--- src/rtl/sr_to_t_drv_if.sv ---
// Handshake and excitation bundle between a T-command source and sr_to_t_drv.
// Carries toggle commands, SR excitation, Q feedback and status/error signals.
// Master drives commands, feedback and err_clr; slave (the driver) drives the rest.
interface sr_to_t_drv_if #(
   parameter int WIDTH = 4
);
   logic             t_valid;
   logic [WIDTH-1:0] t_in;
   logic             t_ready;
   logic [WIDTH-1:0] q_fb;
   logic [WIDTH-1:0] s_out;
   logic [WIDTH-1:0] r_out;
   logic [WIDTH-1:0] q_model;
   logic             done;
   logic             err;
   logic [WIDTH-1:0] err_mask;
   logic             err_clr;

   modport master (
      output t_valid, t_in, q_fb, err_clr,
      input  t_ready, s_out, r_out, q_model, done, err, err_mask
   );

   modport slave (
      input  t_valid, t_in, q_fb, err_clr,
      output t_ready, s_out, r_out, q_model, done, err, err_mask
   );
endinterface

--- src/rtl/sr_to_t_drv.sv ---
// Purpose: emulates WIDTH toggle flip-flops by pulsing S/R on external SR flops and verifying Q.
// Latency: PULSE_CYCLES + SETTLE_CYCLES + 1 cycles accept-to-done (4 at defaults); zero command done next cycle.
// Backpressure: t_ready only in IDLE; held low while driving, checking or in ERROR until err_clr.
// Optional: SR_TO_T_TOGCNT_EN adds a saturating 16-bit tog_cnt of toggled channels per successful command.
module sr_to_t_drv #(
   parameter int WIDTH         = 4,
   parameter int PULSE_CYCLES  = 1,
   parameter int SETTLE_CYCLES = 2
) (
   input  logic           clk,
   input  logic           rst_n,
   sr_to_t_drv_if.slave   bus
`ifdef SR_TO_T_TOGCNT_EN
   ,
   output logic [15:0]    tog_cnt
`endif
);

   typedef enum logic [1:0] {IDLE, DRIVE, CHECK, ERROR} state_t;

   state_t           state, state_nxt;
   logic [3:0]       cnt, cnt_nxt;
   logic [WIDTH-1:0] t_cap, t_cap_nxt;
   logic [WIDTH-1:0] s_nxt, r_nxt;
   logic [WIDTH-1:0] q_model_nxt;
   logic [WIDTH-1:0] err_mask_nxt;
   logic             done_nxt, err_nxt, t_ready_nxt;
   logic [WIDTH-1:0] q_exp;

   // Flop state each channel should reach once the captured toggles land.
   assign q_exp = bus.q_model ^ t_cap;

   // Register the FSM and every output; reset drops excitation without waiting for a clock.
   always_ff @(posedge clk or negedge rst_n) begin
      if (!rst_n) begin
         state        <= IDLE;
         cnt          <= '0;
         t_cap        <= '0;
         bus.s_out    <= '0;
         bus.r_out    <= '0;
         bus.q_model  <= '0;
         bus.done     <= 1'b0;
         bus.err      <= 1'b0;
         bus.err_mask <= '0;
         bus.t_ready  <= 1'b1;
      end else begin
         state        <= state_nxt;
         cnt          <= cnt_nxt;
         t_cap        <= t_cap_nxt;
         bus.s_out    <= s_nxt;
         bus.r_out    <= r_nxt;
         bus.q_model  <= q_model_nxt;
         bus.done     <= done_nxt;
         bus.err      <= err_nxt;
         bus.err_mask <= err_mask_nxt;
         bus.t_ready  <= t_ready_nxt;
      end
   end

   // Next-state and next-output decode; S and R derive from disjoint halves of q_model so never overlap.
   always_comb begin
      state_nxt    = state;
      cnt_nxt      = cnt;
      t_cap_nxt    = t_cap;
      s_nxt        = '0;
      r_nxt        = '0;
      q_model_nxt  = bus.q_model;
      done_nxt     = 1'b0;
      err_nxt      = bus.err;
      err_mask_nxt = bus.err_mask;
      case (state)
         IDLE: begin
            if (bus.t_valid && bus.t_ready) begin
               if (bus.t_in != '0) begin
                  t_cap_nxt = bus.t_in;
                  s_nxt     = bus.t_in & ~bus.q_model;
                  r_nxt     = bus.t_in & bus.q_model;
                  cnt_nxt   = 4'(PULSE_CYCLES - 1);
                  state_nxt = DRIVE;
               end else begin
                  done_nxt = 1'b1;
               end
            end
         end
         DRIVE: begin
            if (cnt == '0) begin
               cnt_nxt   = 4'(SETTLE_CYCLES - 1);
               state_nxt = CHECK;
            end else begin
               cnt_nxt = cnt - 4'd1;
               s_nxt   = bus.s_out;
               r_nxt   = bus.r_out;
            end
         end
         CHECK: begin
            if (cnt == '0) begin
               if (bus.q_fb == q_exp) begin
                  q_model_nxt = q_exp;
                  done_nxt    = 1'b1;
                  state_nxt   = IDLE;
               end else begin
                  err_nxt      = 1'b1;
                  err_mask_nxt = q_exp ^ bus.q_fb;
                  state_nxt    = ERROR;
               end
            end else begin
               cnt_nxt = cnt - 4'd1;
            end
         end
         ERROR: begin
            if (bus.err_clr) begin
               q_model_nxt  = bus.q_fb;
               err_nxt      = 1'b0;
               err_mask_nxt = '0;
               state_nxt    = IDLE;
            end
         end
         default: state_nxt = IDLE;
      endcase
      t_ready_nxt = (state_nxt == IDLE);
   end

`ifdef SR_TO_T_TOGCNT_EN
   logic [15:0] pop;
   logic [16:0] tog_sum;
   logic        tog_hit;

   // Count toggled channels of the captured command and form the saturating sum.
   always_comb begin
      pop = '0;
      for (int i = 0; i < WIDTH; i++) begin
         pop = pop + 16'(t_cap[i]);
      end
      tog_sum = {1'b0, tog_cnt} + {1'b0, pop};
      tog_hit = (state == CHECK) && (cnt == '0) && (bus.q_fb == q_exp);
   end

   // Accumulate only on commands that verified successfully.
   always_ff @(posedge clk or negedge rst_n) begin
      if (!rst_n) begin
         tog_cnt <= '0;
      end else if (tog_hit) begin
         tog_cnt <= tog_sum[16] ? 16'hFFFF : tog_sum[15:0];
      end
   end
`endif

endmodule
--- src/flat_wrapper.sv ---
// flat-port wrapper written by rule: the top's interface ports become plain ports
module sr_to_t_drv_flat 
#(
   parameter int WIDTH         = 4,
   parameter int PULSE_CYCLES  = 1,
   parameter int SETTLE_CYCLES = 2
)
  (clk, rst_n, bus_t_valid, bus_t_in, bus_q_fb, bus_err_clr, bus_t_ready, bus_s_out, bus_r_out, bus_q_model, bus_done, bus_err, bus_err_mask);
  sr_to_t_drv_if #(.WIDTH(WIDTH)) bus_i ();
  input  logic clk;
  input  logic rst_n;
  input wire logic [$bits(bus_i.t_valid)-1:0] bus_t_valid;
  input wire logic [$bits(bus_i.t_in)-1:0] bus_t_in;
  input wire logic [$bits(bus_i.q_fb)-1:0] bus_q_fb;
  input wire logic [$bits(bus_i.err_clr)-1:0] bus_err_clr;
  output wire logic [$bits(bus_i.t_ready)-1:0] bus_t_ready;
  output wire logic [$bits(bus_i.s_out)-1:0] bus_s_out;
  output wire logic [$bits(bus_i.r_out)-1:0] bus_r_out;
  output wire logic [$bits(bus_i.q_model)-1:0] bus_q_model;
  output wire logic [$bits(bus_i.done)-1:0] bus_done;
  output wire logic [$bits(bus_i.err)-1:0] bus_err;
  output wire logic [$bits(bus_i.err_mask)-1:0] bus_err_mask;
  assign bus_i.t_valid = bus_t_valid;
  assign bus_i.t_in = bus_t_in;
  assign bus_i.q_fb = bus_q_fb;
  assign bus_i.err_clr = bus_err_clr;
  assign bus_t_ready = bus_i.t_ready;
  assign bus_s_out = bus_i.s_out;
  assign bus_r_out = bus_i.r_out;
  assign bus_q_model = bus_i.q_model;
  assign bus_done = bus_i.done;
  assign bus_err = bus_i.err;
  assign bus_err_mask = bus_i.err_mask;
  sr_to_t_drv #(.WIDTH(WIDTH), .PULSE_CYCLES(PULSE_CYCLES), .SETTLE_CYCLES(SETTLE_CYCLES)) u_core (.clk(clk), .rst_n(rst_n), .bus(bus_i));
endmodule
--- config.mk ---
export PLATFORM = sky130hd
export DESIGN_NAME = sr_to_t_drv_flat
export DESIGN_NICKNAME = d
export VERILOG_FILES = /design/src/rtl/sr_to_t_drv_if.sv /design/src/rtl/sr_to_t_drv.sv /design/src/flat_wrapper.sv
export SDC_FILE = /design/constraint.sdc
export NUM_CORES = 1
export LEC_CHECK = 0
export CORE_ASPECT_RATIO = 0.75
export CORE_UTILIZATION = 52
export CTS_CLUSTER_SIZE = 25
export DETAILED_ROUTE_END_ITERATION = 16
export PLACE_DENSITY = 0.8
export SLEW_MARGIN = 0
export SYNTH_ARGS = -nofsm -noshare
export SYNTH_HDL_FRONTEND = slang
export SYNTH_SLANG_ARGS = --single-unit
--- constraint.sdc ---
create_clock -name clk -period 2.7 [get_ports clk]
set_input_delay 0.27 -clock clk [delete_from_list [all_inputs] [get_ports clk]]
set_output_delay 0.27 -clock clk [all_outputs]
set_load 0.01 [all_outputs]
==> flow_summary.yaml <==
status:
  status: "finished, final reports clean"
final_layout:
  antenna_cells: 0
  fill_cells: 225
  drive_gt1_share_pct: 6.341
  multi_input_area_sq_um: 869.6
  final_cell_mix: "clkdlybuf4s50_1, dfrtp_1, nand2_1"
  seqCellArea_sq_um: 726.9
  stdcell_count: 243
  fin_nets: 222
  final_common_cell: "clkdlybuf4s50_1"
  synthToLayoutAreaGrowth_pct: 24.89
drt:
  ant_nets: 0
  vias_per_cell: 6.111
  drt_first_pass_iters: 4
  vias: 1485
  wl_per_cell_microns: 17.20
  drt_wl_total_mm: 4.179
  drc: 0
  drt_iter0_drc: 113
grt:
  globalRouteOverflowTotal: 0
  track_usage_pct: 27.49
  grt_pass1_wl_mm: 6.713
  grt_start_max_net_pins: 30
  first_global_vias: 1401
  antenna_found_initial: 0
floorplan:
  die_area_sq_um: 3453
  die_x_microns: 67.52
  start_util_pct: 55.82
  coreArea_sq_um: 2999
  num_rows: 17
  die-height_microns: 51.14
  io_pins: 31
sta:
  hold_slack_ns: 0.3708
  rsz0062_at_grt: "no"
  tightest_slew_ns: 0.6829
  drv_slew: 0
  min_period_over_period_pct: 81.29
  finalSetupTns_ns: 0
  setup_viol: 0
  max_freq_mhz: 455.6
  relSlewSlack_pct: 54.06
  setup_ws_ns: 0.5052
  layout_min_cycle_time_ns: 2.195
  fin_skew_ns: 0.01417
  hold_viol: 0
synth:
  avgSynthCellArea_sq_um: 9.790
  synth_seq_area_share_pct: 43.42
  syn_nets: 189
  synth.distinct_cells: 42
  async_flop_share_pct: 100.0
  netlist_area_sq_um: 1674
  yosys_most_used_dff: "dfrtp_1"
  ys_seq_elements: 29
  yosysWarnings: 0
  syn_inst: 171
  synth_enable_flop_cells: 0
power_and_ir_drop:
  p_leak_nw: 0.9434
  ir_drop_uv: 605.6
  powerDensity_nw_per_um2: 1052
cts:
  cts_sinks: 29
  cts_hold_buf: 0
  clk_pin_slew_worst_paths_ns: 0.07
  h-tree-depth: 2
  cts_tree: "done"
  cts_setup_buffers: 0
  postCtsResizedCells: 0
  cts_made_buffers: 5
  clk_latency_ns: 0.29
  root_buffer: "clkbuf_8"
  clock_path_buffers: 2
critical_path:
  critPathCaptureType: "flip-flop"
  cp_max_fo: 5
  cp_data_arrival_time_ns: 2.35
  cp-start-kind: "flip-flop"
  crit_path_top_delay_cell: "nor4bb_1"
  crit_type: "reg -> reg"
  r2r_cells: 6
  required_ns: 2.85
  critical_path.max_stage_delay_ns: 0.46
  crit_chain: "inv_1, ha_1, or3b_1, a211oi_1, o21ai_0, nor4bb_1"
  r2r-end: "u_core.bus.t_ready$_DFF_PN1_"
  rr_startpoint: "u_core.cnt[0]$_DFFE_PN0P_"
  r2r_setup_slack_ns: 0.51
placement:
  placedCellCount: 235
  gp_congestion: 0.8767
  place_ws_ns: 0.4143
  port_buffers: 30
  dpl.hpwl_mm: 2.951
flow_run:
  maxCapViolations: 0
hold_path:
  hp-class: "in -> async"
==> flip-flops by register name, indices dropped and copies added, names as in the netlist <==
signal / count
u_core.bus.s_out: 4
u_core.state: 2
u_core.bus.q_model: 4
u_core.t_cap: 4
u_core.bus.err_mask: 4
u_core.bus.t_ready: 1
u_core.cnt: 4
u_core.bus.err: 1
u_core.bus.done: 1
u_core.bus.r_out: 4
==> cell usage after synthesis, types with 2 or more instances <==
| library cell | count | area [sq um] |
|---|---|---|
| nand2b_1 | 2 | 12.51 |
| and2_1 | 2 | 12.51 |
| a31oi_1 | 6 | 37.54 |
| nor2_1 | 7 | 26.28 |
| nor3_1 | 4 | 20.02 |
| o31ai_1 | 4 | 30.03 |
| a22o_1 | 4 | 35.03 |
| buf_2 | 2 | 10.01 |
| ha_1 | 6 | 75.07 |
| clkbuf_1 | 4 | 15.01 |
| o22ai_1 | 5 | 31.28 |
| nor4bb_1 | 2 | 20.02 |
| inv_1 | 11 | 41.29 |
| a21oi_1 | 2 | 10.01 |
| nand3_1 | 8 | 40.04 |
| nor2b_1 | 5 | 31.28 |
| xnor3_1 | 4 | 90.09 |
| nand2_1 | 24 | 90.09 |
| nor4_1 | 2 | 12.51 |
| o311a_1 | 4 | 40.04 |
| o21ai_0 | 8 | 40.04 |
| dfrtp_1 | 28 | 700.7 |
| o2bb2ai_1 | 8 | 70.07 |
==> area by class of cell <==
cell class,count,share of cell area [%]
Sequential cell,29,34.77
Multi-Input combinational cell,124,41.59
Clock buffer,6,3.471
Timing Repair Buffer,33,15.44
Tap cell,38,2.274
Clock inverter,2,0.4788
Inverter,11,1.975
==> report_power, final <==
group / leakage (nW) / total, mW / internal (mW) / switching, mW
Clock: 0.0450 / 0.347 / 0.178 / 0.169
Combinational: 0.518 / 1.14 / 0.546 / 0.592
Sequential: 0.381 / 0.715 / 0.571 / 0.144
Total: 0.943 / 2.20 / 1.29 / 0.906
==> worst max-delay path, delay by kind of cell, from the launching register on <==
family / cells / cell delay (ns)
AOI/OAI and AO/OA: 2 / 0.43
DFF: 1 / 0.43
adders and majority gates: 1 / 0.21
and+or+nand+nor: 2 / 0.88
buffers and inverters: 1 / 0.11
==> routing by layer <==
metal,track usage (%),routed length [microns],share of wire (%)
met5,0,0,0
met4,10.28,34,0.81
met3,9.375,324,7.8
met2,37.62,1734,41
met1,39.51,2086,50
==> stage by stage <==
| stage | cell area, sq um | power [mW] | utilization (%) |
|---|---|---|---|
| floorplan | 1674 | 1.463 | - |
| global placement | 2008 | 1.787 | 66.96 |
| detailed placement | 2008 | 1.833 | 66.96 |
| CTS | 2091 | 2.189 | 69.71 |
| global route | 2091 | 2.356 | 69.71 |
| finish | 2091 | 2.200 | 69.71 |
==> worst max-delay path by stage <==
stage | startpoint | end | slack, ns | cells after the start
2_1_floorplan | u_core.state[0]$_DFF_PN0_ | u_core.cnt[0]$_DFFE_PN0P_ | 0.80 | 5
3_3_place_gp | bus_t_in[1] | u_core.bus.t_ready$_DFF_PN1_ | 0.50 | 5
4_1_cts | u_core.cnt[0]$_DFFE_PN0P_ | u_core.cnt[3]$_DFFE_PN0P_ | 0.57 | 6
5_1_grt | u_core.cnt[0]$_DFFE_PN0P_ | u_core.cnt[2]$_DFFE_PN0P_ | 0.40 | 6
3_5_place_dp | bus_t_in[1] | u_core.bus.t_ready$_DFF_PN1_ | 0.41 | 5
6_report | u_core.cnt[0]$_DFFE_PN0P_ | u_core.bus.t_ready$_DFF_PN1_ | 0.51 | 6
==> cells by family (layout without fill, tap and decap cells) <==
kind of cell             Yosys count  in the layout  share of synthesized area [%]
AND/OR/NAND/NOR                   64             64                          19.81
AO/OA/AOI/OAI                     50             50                          22.27
flip-flops                        29             29                          43.42
buffers and inverters             18             52                          4.634
adder cells (fa/ha/maj)            6              6                          4.484
XOR/XNOR                           4              4                          5.381
(Power assumes the default switching activity.)
